**src/rtl/grant_decoder.sv**
```systemverilog
// Sequential grant decoder: buffers 2-bit request codes in a FIFO and presents
// each as a registered one-hot grant, held until the consumer acknowledges it.
module grant_decoder #(
  parameter int DEPTH = 4,
  parameter int CW    = 2
) (
  input  logic                    clk,
  input  logic                    rst,
  input  logic                    in_valid,
  output logic                    in_ready,
  input  logic [CW-1:0]           in_code,
  output logic [(2**CW)-1:0]      grant,
  output logic                    grant_valid,
  input  logic                    grant_ack,
  output logic [CW-1:0]           last_code,
  output logic [$clog2(DEPTH):0]  count
);

  localparam int AW   = $clog2(DEPTH);
  localparam int CNTW = AW + 1;
  localparam int GW   = 2**CW;

  typedef enum logic {IDLE, GRANT} state_t;

  state_t            state_q, state_d;
  logic [CW-1:0]     mem_q [DEPTH];
  logic [CW-1:0]     mem_d [DEPTH];
  logic [AW-1:0]     rd_ptr_q, rd_ptr_d;
  logic [AW-1:0]     wr_ptr_q, wr_ptr_d;
  logic [CNTW-1:0]   count_q, count_d;
  logic [GW-1:0]     grant_q, grant_d;
  logic              grant_valid_q, grant_valid_d;
  logic [CW-1:0]     last_code_q, last_code_d;
  logic [CW-1:0]     head;
  logic              push;
  logic              pop;

  // Occupancy-only backpressure; a pop at the same edge never frees a slot early.
  assign in_ready = (count_q < CNTW'(DEPTH)) && !rst;
  assign push     = in_valid && in_ready;
  assign head     = mem_q[rd_ptr_q];

  always_comb begin
    state_d       = state_q;
    mem_d         = mem_q;
    rd_ptr_d      = rd_ptr_q;
    wr_ptr_d      = wr_ptr_q;
    grant_d       = grant_q;
    grant_valid_d = grant_valid_q;
    last_code_d   = last_code_q;
    pop           = 1'b0;

    case (state_q)
      IDLE: begin
        if (count_q != '0) pop = 1'b1;
      end
      GRANT: begin
        if (grant_ack) begin
          if (count_q != '0) begin
            pop = 1'b1;
          end else begin
            grant_d       = '0;
            grant_valid_d = 1'b0;
            state_d       = IDLE;
          end
        end
      end
      default: state_d = IDLE;
    endcase

    // The popped entry is always the old head, so a concurrent write cannot bypass.
    if (pop) begin
      grant_d       = GW'(1) << head;
      last_code_d   = head;
      grant_valid_d = 1'b1;
      state_d       = GRANT;
      rd_ptr_d      = rd_ptr_q + 1'b1;
    end

    if (push) begin
      mem_d[wr_ptr_q] = in_code;
      wr_ptr_d        = wr_ptr_q + 1'b1;
    end

    count_d = count_q + {{AW{1'b0}}, push} - {{AW{1'b0}}, pop};
  end

  always_ff @(posedge clk or posedge rst) begin
    if (rst) begin
      state_q       <= IDLE;
      rd_ptr_q      <= '0;
      wr_ptr_q      <= '0;
      count_q       <= '0;
      grant_q       <= '0;
      grant_valid_q <= 1'b0;
      last_code_q   <= '0;
    end else begin
      state_q       <= state_d;
      rd_ptr_q      <= rd_ptr_d;
      wr_ptr_q      <= wr_ptr_d;
      count_q       <= count_d;
      grant_q       <= grant_d;
      grant_valid_q <= grant_valid_d;
      last_code_q   <= last_code_d;
    end
  end

  // Storage is qualified by the pointers, so it needs no reset.
  always_ff @(posedge clk) begin
    mem_q <= mem_d;
  end

  assign grant       = grant_q;
  assign grant_valid = grant_valid_q;
  assign last_code   = last_code_q;
  assign count       = count_q;

endmodule

```
**config.mk**
```make
export PLATFORM = sky130hd
export DESIGN_NAME = grant_decoder
export DESIGN_NICKNAME = d
export VERILOG_FILES = /design/src/rtl/grant_decoder.sv
export SDC_FILE = /design/constraint.sdc
export NUM_CORES = 1
export LEC_CHECK = 0
export CAP_MARGIN = 10
export CORE_MARGIN = 2
export CORE_UTILIZATION = 50
export DETAILED_ROUTE_END_ITERATION = 12
export DONT_BUFFER_PORTS = 1
export SLEW_MARGIN = 20
export SYNTH_ARGS = -nofsm -noshare
export SYNTH_HDL_FRONTEND = slang
export SYNTH_SLANG_ARGS = --single-unit
```
**constraint.sdc**
```tcl
create_clock -name clk -period 2.5 [get_ports clk]
set_clock_uncertainty 0.05 [all_clocks]
set_input_delay 0.375 -clock clk [delete_from_list [all_inputs] [get_ports clk]]
set_output_delay 0.375 -clock clk [all_outputs]
set_load 0.02 [all_outputs]
```
After elaboration in Yosys (flattened, before gate mapping):

Cells that the tools add are included.

* mux-type cells: 20
* eq/ne operators: 1
* shifts and indexed selects: 1
* add/sub/neg operators: 4
* div/mod/pow operators: 0
* bitwise logic cells: 3
* multipliers: 0
* $lt $le $gt $ge: 4
* reduce and logical (&&, ||, !) cells: 8

Operators with widths (count)
* 2-to-1 mux 4 bit: 4
* 2-to-1 mux 1 bit: 9
* bitwise mux 8 bit: 1
* greater-or-equal comparator 3 bit, second input constant: 2
* 2-to-1 mux 2 bit: 3
* inverter 2 -> 3 bit: 2
* adder 2 x 1 -> 2 bit, second input constant: 2
* binary-select mux 2 bit (select 2 bit): 1
* demux 2 bit (select 2 bit): 1
* nonzero test 2 bit: 2
* left shift 1 x 2 -> 4 bit, first input constant: 1
* adder 3 x 1 -> 3 bit: 1
* logical AND 1 bit: 3
* less-than comparator 3 x 1 -> 1 bit, second input constant: 1
* less-than comparator 3 bit, second input constant: 1
* AND reduction 3 bit: 1
* nonzero test 3 bit: 1
* subtractor 3 x 1 -> 3 bit: 1
* inequality test 2 bit, second input constant: 1
* one-hot mux 1 bit (2 select lines): 1
* zero test 1 bit: 1
* inverter 1 bit: 1

* ROM bits: 0
* input port bits: 6
* register bits after elaboration: 23
* bits in latches: 0
* memory bits (writable): 0
* memories kept: 0

Longest topological paths before layout:

Gate-level depths: netlist of run 1.

* depth after elaboration: 6
* mapped depth: 9
* mapped depth without buffers: 9

Least setup slack after synthesis of run 1:

OpenSTA, ideal clock, no wires.

* kind: register to register
* from: register count_q[2], in the netlist count[2]
* to: register count_q[2], in the netlist count[2]
* path slack: 0.019 ns
* path buffers: 0
* required time: 2.319 ns
* period minus slack after synthesis: 2.481 ns
* data arrival time: 2.301 ns
* cell stages (with the launch flop): 10
* path through: dfrtp_1 > nor2_1 > and2_1 > inv_1 > ha_1 > inv_1 > ha_1 > fa_1 > xor2_1 > xnor2_1

* longest elaborated chain between the ends: 5
* elaborated cells between the ends (all ways): 9
* those cells by class: add/sub (2); order compare (1); mux (3); reduce/logical (3)

RTL lines
* from (decl): RTL line 30 `logic [CNTW-1:0] count_q, count_d;`
* from (signal assigned): RTL line 101 `count_q <= count_d;`
* less-than comparator 3 bit: RTL line 39 `assign in_ready = (count_q < CNTW'(DEPTH)) && !rst;`
* logical AND 1 bit: RTL line 39
* net in_ready: RTL line 10 `output logic in_ready,`
* logical AND 1 bit: RTL line 40 `assign push = in_valid && in_ready;`
* adder 3 x 1 -> 3 bit: RTL line 85 `count_d = count_q + {{AW{1'b0}}, push} - {{AW{1'b0}}, pop};`
* subtractor 3 x 1 -> 3 bit: RTL line 85
* net count_d[2]: RTL line 30

The timed path passes the listed nets, and every way through them passes these cells.
A chain may end at the register's enable or synchronous reset.

Worst setup path in the final report of run 1:

* from: register count_q[2], in the netlist count[2]
* to: register count_q[2], in the netlist count[2]

* longest elaborated chain between the ends: 5
* elaborated cells between the ends (all ways): 9
* those cells by class: add/sub (2); order compare (1); mux (3); reduce/logical (3)

RTL lines (RTL line)
* less-than comparator 3 bit or nonzero test 3 bit (tied branches): 39, 55, 59
* logical AND 1 bit or 2-to-1 mux 1 bit (tied branches): 39, 55, 59
* logical AND 1 bit or 2-to-1 mux 1 bit (tied branches): 40, 58
* adder 3 x 1 -> 3 bit or one-hot mux 1 bit (2 select lines) (tied branches): 85, 53
* subtractor 3 x 1 -> 3 bit *: 85
* net count_d[2]: 30

The timed path passes the listed nets; every way through them passes the cells marked *.

==> results of run 1 <==
==> cell type report <==
cell class	count	area [µm²]	share of cell area (%)
sequential	23	616	55.3
multi-input combinational	42	375	33.7
tap	27	33.8	3.03
timing repair buffer	4	32.5	2.92
inverter	8	30.0	2.70
clock buffer	4	26.3	2.36
==> stage by stage <==
stage / hold WS (ps) / util [%] / instance area, µm²
after CTS: 93.3 / 57.3 / 1110
after floorplan: 226 / - / 1020
final: 98.2 / 57.3 / 1110
after detailed placement: 311 / 55.5 / 1080
after global routing: 82.6 / 57.3 / 1110
after global placement: 311 / 55.5 / 1080
==> path summary, 6_finish.rpt <==
kind,from,to,slack [ps],cells past startpoint
max,count[2],count[2],190,8
min,in_code[0],mem_q[4],100,0
max reg2reg,count[2],count[2],190,8
min reg2reg,rd_ptr_q[1],rd_ptr_q[1],490,1
max in group asynchronous,rst,grant[3],1540,2
min in group asynchronous,rst,wr_ptr_q[0],490,2
==> cell usage after synthesis (2+ instances only) <==
master / instances / area share (%)
and3_1: 4 / 2.5
dfrtp_1: 15 / 37
edfxtp_1: 8 / 24
ha_1: 6 / 7.4
inv_1: 8 / 2.9
mux2_2: 3 / 3.3
mux2i_1: 4 / 3.9
mux4_2: 2 / 4.4
nand2_1: 7 / 2.6
nand2b_1: 3 / 1.8
xnor2_1: 2 / 1.7
xor2_1: 3 / 2.6
==> cell families (layout without fill, tap and decap cells) <==
logic type / count (synthesis) / in the layout / synth area share (%)
DFF: 23 / 23 / 60.3
and+or+nand+nor: 19 / 19 / 9.93
buffers and inverters: 8 / 16 / 2.94
adders and majority gates: 7 / 7 / 9.31
muxes: 9 / 9 / 11.6
xor gates and xnor gates: 5 / 5 / 4.29
AOI/OAI and AO/OA: 2 / 2 / 1.59
==> per-layer routing <==
| metal | vias up | share of wire (%) |
|---|---|---|
| met4 | 0 | 1.6 |
| met3 | 3 | 3.6 |
| met1 | 264 | 41 |
| li1 | 260 | - |
| met2 | 13 | 53 |
| met5 | - | 0 |
==> layout by cell type (no fill, tap or decap), types with 3 or more instances in the layout <==
cell type | Yosys | routed
and3_1 | 4 | 4
buf_4 | 0 | 3
clkbuf_4 | 0 | 3
dfrtp_1 | 15 | 15
edfxtp_1 | 8 | 8
ha_1 | 6 | 6
inv_1 | 8 | 8
mux2_2 | 3 | 3
mux2i_1 | 4 | 4
nand2_1 | 7 | 7
nand2b_1 | 3 | 3
xor2_1 | 3 | 3
==> power by group through the flow <==
stage          Clock (mW)  Sequential, mW  Combinational, mW
2_1_floorplan           0           0.680              0.326
3_3_place_gp            0           0.688              0.413
3_5_place_dp            0           0.694              0.426
4_1_cts             0.179           0.685              0.429
5_1_grt             0.189           0.699              0.487
6_report            0.172           0.679              0.420
==> state kept, by name (all words and copies together), names as in the netlist <==
| name | cells |
|---|---|
| count | 3 |
| grant | 4 |
| grant_valid | 1 |
| last_code | 2 |
| mem_q | 8 |
| rd_ptr_q | 2 |
| state_q | 1 |
| wr_ptr_q | 2 |
==> what timing repair did <==
action,4_1_cts,5_1_grt
hold endpoints to repair,15,0
hold buffers,1,0
setup endpoints to repair,0,0
==> critical path, stage by stage, from the launching register on <==
cell and delay, ps:
dfrtp_1 510, nor3_1 400, a21oi_2 80, ha_1 290, inv_1 40, ha_1 180
fa_1 370, xor2_1 160, xnor2_1 120
==> summary.md, run 1 <==
| Metric | Value |
|---|---|
| Status | `complete, no violations` |
| CP max FO | `4` |
| Layout area overhead | `9.07%` |
| Post-CTS sizing | `0` |
| Max-cap violations | `0` |
| Mean Syn Cell Area | `14.0 µm²` |
| Kind of critical path | `reg -> reg` |
| Initial antenna violation count | `0` |
| Synth cell types | `20` |
| Grt met3 use | `3.68%` |
| Post-synth ARST share | `65.2%` |
| Clk sink count | `23` |
| H-tree depth | `1` |
| Slew @ Worst Pin | `568 ps` |
| Post-DR vias/cell | `5.00` |
| Setup slack at placement | `198 ps` |
| Worst Hold Class | `in -> reg` |
| Sw Share | `37.8%` |
| I/O Pins | `17` |
| First-pass iteration count of the detailed router | `3` |
| Core area | `0.00194 mm²` |
| P_int | `0.789 mW` |
| EDFF count, synth | `8` |
| Primary FF master, synth | `dfrtp_1` |
| Longest Clk Path Bufs | `2` |
| Standard-cell rows | `16` |
| Sequential area share after synthesis | `60.3%` |
| Switching power total | `0.481 mW` |
| Initial Utilization | `52.6%` |
| Post-DP HPWL | `1200 µm` |
| Met2 usage | `25.9%` |
| Crit share post-route | `92.3%` |
| Inst Count DP | `103` |
| Clock Pin Slew Worst Setup and Hold Paths | `120 ps` |
| Initial DRC Count | `1` |
| Skew-Pair Late Insertion Delay | `310 ps` |
| Pin count of the biggest net entering global routing | `16` |
| Final ANT Viol Nets | `0` |
| Yosys warnings | `0` |
| Setup TNS | `0 ps` |
| Sequential Power Share | `53.4%` |
| Final-stage net count | `95` |
| First-pass GRT wire length | `2660 µm` |
| CTS tree | `done` |
| Setup crit end kind | `flop` |
| Met1 Use GR | `17.2%` |
| Final hold vios | `0` |
| Critical Path Start Type | `flop` |
| Port-buffer cells | `0` |
| Syn nets | `86` |
| Number of global-route vias before repair | `609` |
| Clk network pwr share | `13.5%` |
| Die Ht | `49.2 µm` |
| Die Span X | `49.2 µm` |
| Mapped cell area | `0.00102 mm²` |
| Total routed wirelength | `1520 µm` |
| Drt wl/cell | `14.1 µm` |
| PD cells | `1140 mW/mm²` |
| Max Slew Vio Count | `0` |
| Post-synthesis register bit count | `23` |
| Achievable Freq | `433 MHz` |
| Final setup fails | `0` |
| N_diodes | `0` |
| DIE AREA | `0.00242 mm²` |
| Worst slew margin | `62.1%` |
| Crit path required time | `2650 ps` |
| Worst vdd ir | `766 µV` |
| Placer Congestion | `0.699` |
| Cts bufs inserted | `3` |
| FILL cells | `180` |
| Critical Path AT | `2460 ps` |
| Combinational power share | `33.0%` |
| # Post-CTS Setup Buffers | `0` |
| Synth Instances | `73` |
| Clk root buf | `clkbuf_4` |
| Share of layout cells above drive strength 1 | `16.0%` |
| Residual DRC | `0` |
| Via Count | `540` |
| GR peak layer | `met2` |
| Pwr Total | `1.27 mW` |
| RSZ-0062 raised after global routing | `false` |
| Layout Cells excl Fill | `108` |
| Final min period | `2310 ps` |
| Leak Pwr | `0.504 nW` |
| GR Util All Layers | `15.0%` |
| Grt ovf | `0` |
| Setup ws final | `192 ps` |
Note: power is estimated with default switching activity, not from simulation.
==> inputs of run 2 (changes only) <==
Settings changed: CAP_MARGIN 10 to 20.
==> results of run 2 <==
No change in the layout: final DEF, timing and power equal those of run 1.
==> inputs of run 3 (changes only) <==
Settings changed: CORE_UTILIZATION 50 to 35, CTS_CLUSTER_DIAMETER set to 120, CTS_CLUSTER_SIZE set to 10.
==> run 3 against run 2 <==
Compared with the run above: critical path depth stayed put; wire length down 0.79%; critical path type unchanged; register-to-register slack better by 20 ps.
==> summary.md, run 3 (synthesized netlist as in run 1, its figures left out) <==
| Metric | Value |
|---|---|
| Met1 Use GR | `10.3%` |
| # Post-CTS Setup Buffers | `0` |
| Setup TNS | `0 ps` |
| R2R setup slack | `220 ps` |
| Clk root buf | `clkbuf_4` |
| Setup crit end kind | `flop` |
| CP bufs+invs | `1` |
| Crit path largest cell delay | `520 ps` |
| Final min period | `2280 ps` |
| Kind of critical path | `reg -> reg` |
| Top cell by count, worst path | `ha_1` |
| Post-DR vias/cell | `4.82` |
| Number of global-route vias before repair | `550` |
| Core Util, Final | `40.6%` |
| Total routed wirelength | `1510 µm` |
| Worst Hold Class | `in -> reg` |
| Clock Pin Slew Worst Setup and Hold Paths | `130 ps` |
| Cells on worst reg2reg path | `8` |
| RSZ-0062 raised after global routing | `false` |
| Worst Setup SP | `count[2]` |
| Setup ws final | `216 ps` |
| Cts bufs inserted | `3` |
| GR peak layer | `met2` |
| Pin count of the biggest net entering global routing | `16` |
| Critical path, cell by cell | `nor3_1, a21oi_2, ha_1, inv_1, ha_1, fa_1, xor2_1, xnor2_1` |
| RR Startpoint | `count[2]` |
| Fin area | `0.00112 mm²` |
| Via Count | `540` |
| Port-buffer cells | `0` |
| First-pass iteration count of the detailed router | `3` |
| R2R Path End | `count[2]` |
| Cell family with most CP delay | `adder cells` |
| Layout area overhead | `9.68%` |
| Leak Pwr | `0.506 nW` |
| Final ANT Viol Nets | `0` |
| Initial antenna violation count | `0` |
| CP max FO | `4` |
| Slew @ Worst Pin | `572 ps` |
| Grt met3 use | `6.03%` |
| FILL cells | `263` |
| Standard-cell rows | `19` |
| Placer Congestion | `0.714` |
| CTS tree | `done` |
| Initial DRC Count | `11` |
| Drt wl/cell | `13.5 µm` |
| Placed inst area | `0.00108 mm²` |
| Crit path required time | `2650 ps` |
| DIE AREA | `0.00337 mm²` |
| GR Util All Layers | `10.0%` |
| PD cells | `1140 mW/mm²` |
| Final setup fails | `0` |
| Final-stage net count | `95` |
| WHS Endpoint | `mem_q[4]` |
| Top reg by flops | `mem_q` |
| Core area | `0.00276 mm²` |
| Final hold vios | `0` |
| Worst vdd ir | `604 µV` |
| H-tree depth | `1` |
| Max Slew Vio Count | `0` |
| Post-DP HPWL | `1160 µm` |
| Critical path's slowest cell | `dfrtp_1` |
| Status | `complete, no violations` |
| I/O Pins | `17` |
| Clk sink count | `23` |
| N_diodes | `0` |
| Max reg flops | `8` |
| First-pass GRT wire length | `2460 µm` |
| Die Ht | `58.0 µm` |
| Achievable Freq | `438 MHz` |
| Share of layout cells above drive strength 1 | `17.3%` |
| Max-cap violations | `0` |
| Critical Path Start Type | `flop` |
| Residual DRC | `0` |
| Initial Utilization | `37.0%` |
| Setup slack at placement | `208 ps` |
| Crit share post-route | `91.4%` |
| Pwr Total | `1.27 mW` |
| Most common cell after layout, fill and taps aside | `dfrtp_1` |
| Critical Path AT | `2430 ps` |
| Most frequent cells in the layout | `dfrtp_1, inv_1, edfxtp_1` |
| Worst Hold Depth | `0` |
| Met2 usage | `17.2%` |
| Longest Clk Path Bufs | `2` |
| Min-delay src | `in_code[0]` |
| Post-CTS sizing | `0` |
| Die Span X | `58.0 µm` |
| Grt ovf | `0` |
| Skew-Pair Late Insertion Delay | `320 ps` |
| Worst slew margin | `61.9%` |
[run 3: cell count changes in the layout (fill, tap and decap cells not counted)]
cell      previous run  this run
clkinv_2             0         1
clkbuf_1             1         0
[run 3: how the worst max path moves through the flow]
| stage | cells past startpoint | endpoint | slack [ps] |
|---|---|---|---|
| after floorplan | 9 | count[2] | 20 |
| after global placement | 8 | count[2] | 230 |
| after detailed placement | 8 | count[2] | 210 |
| after CTS | 8 | count[2] | 190 |
| after global routing | 8 | count[2] | 70 |
| final | 8 | count[2] | 220 |
[run 3: through the flow]
stage / std cells / hold slack (ps)
3_5_place_dp: 107 / 310
6_report: 112 / 91.1
4_1_cts: 112 / 80.7
5_1_grt: 112 / 73.5
3_3_place_gp: 107 / 302
2_1_floorplan: 73 / 226
[run 3: what timing repair did]
item / 4_1_cts / 5_1_grt
hold endpoints to repair: 15 / 0
hold buffers: 1 / 0
endpoints found under the setup margin: 0 / 0
[run 3: report_power, final]
part | switching [mW] | leakage [nW] | internal, mW
Clock | 0.115 | 0.0177 | 0.0598
Combinational | 0.204 | 0.238 | 0.217
Sequential | 0.168 | 0.250 | 0.510
[run 3: worst register-to-register path, stage by stage (launching register included)]
cell	delay [ps]
dfrtp_1	520
nor3_1	390
a21oi_2	70
ha_1	290
inv_1	30
ha_1	180
fa_1	370
xor2_1	160
xnor2_1	120
[run 3: routing by layer]
| metal | wire, µm | vias to the layer above |
|---|---|---|
| met4 | 10 | 0 |
| li1 | - | 260 |
| met2 | 719 | 18 |
| met5 | 0 | - |
| met3 | 131 | 2 |
| met1 | 646 | 260 |
[run 3: layout make-up]
class | count | area (µm²) | area share [%]
Sequential cell | 23 | 616 | 55.0
Multi-Input combinational cell | 42 | 375 | 33.5
Tap cell | 31 | 38.8 | 3.46
Timing Repair Buffer | 4 | 32.5 | 2.91
Inverter | 8 | 30.0 | 2.68
Clock buffer | 3 | 22.5 | 2.01
Clock inverter | 1 | 5.00 | 0.447
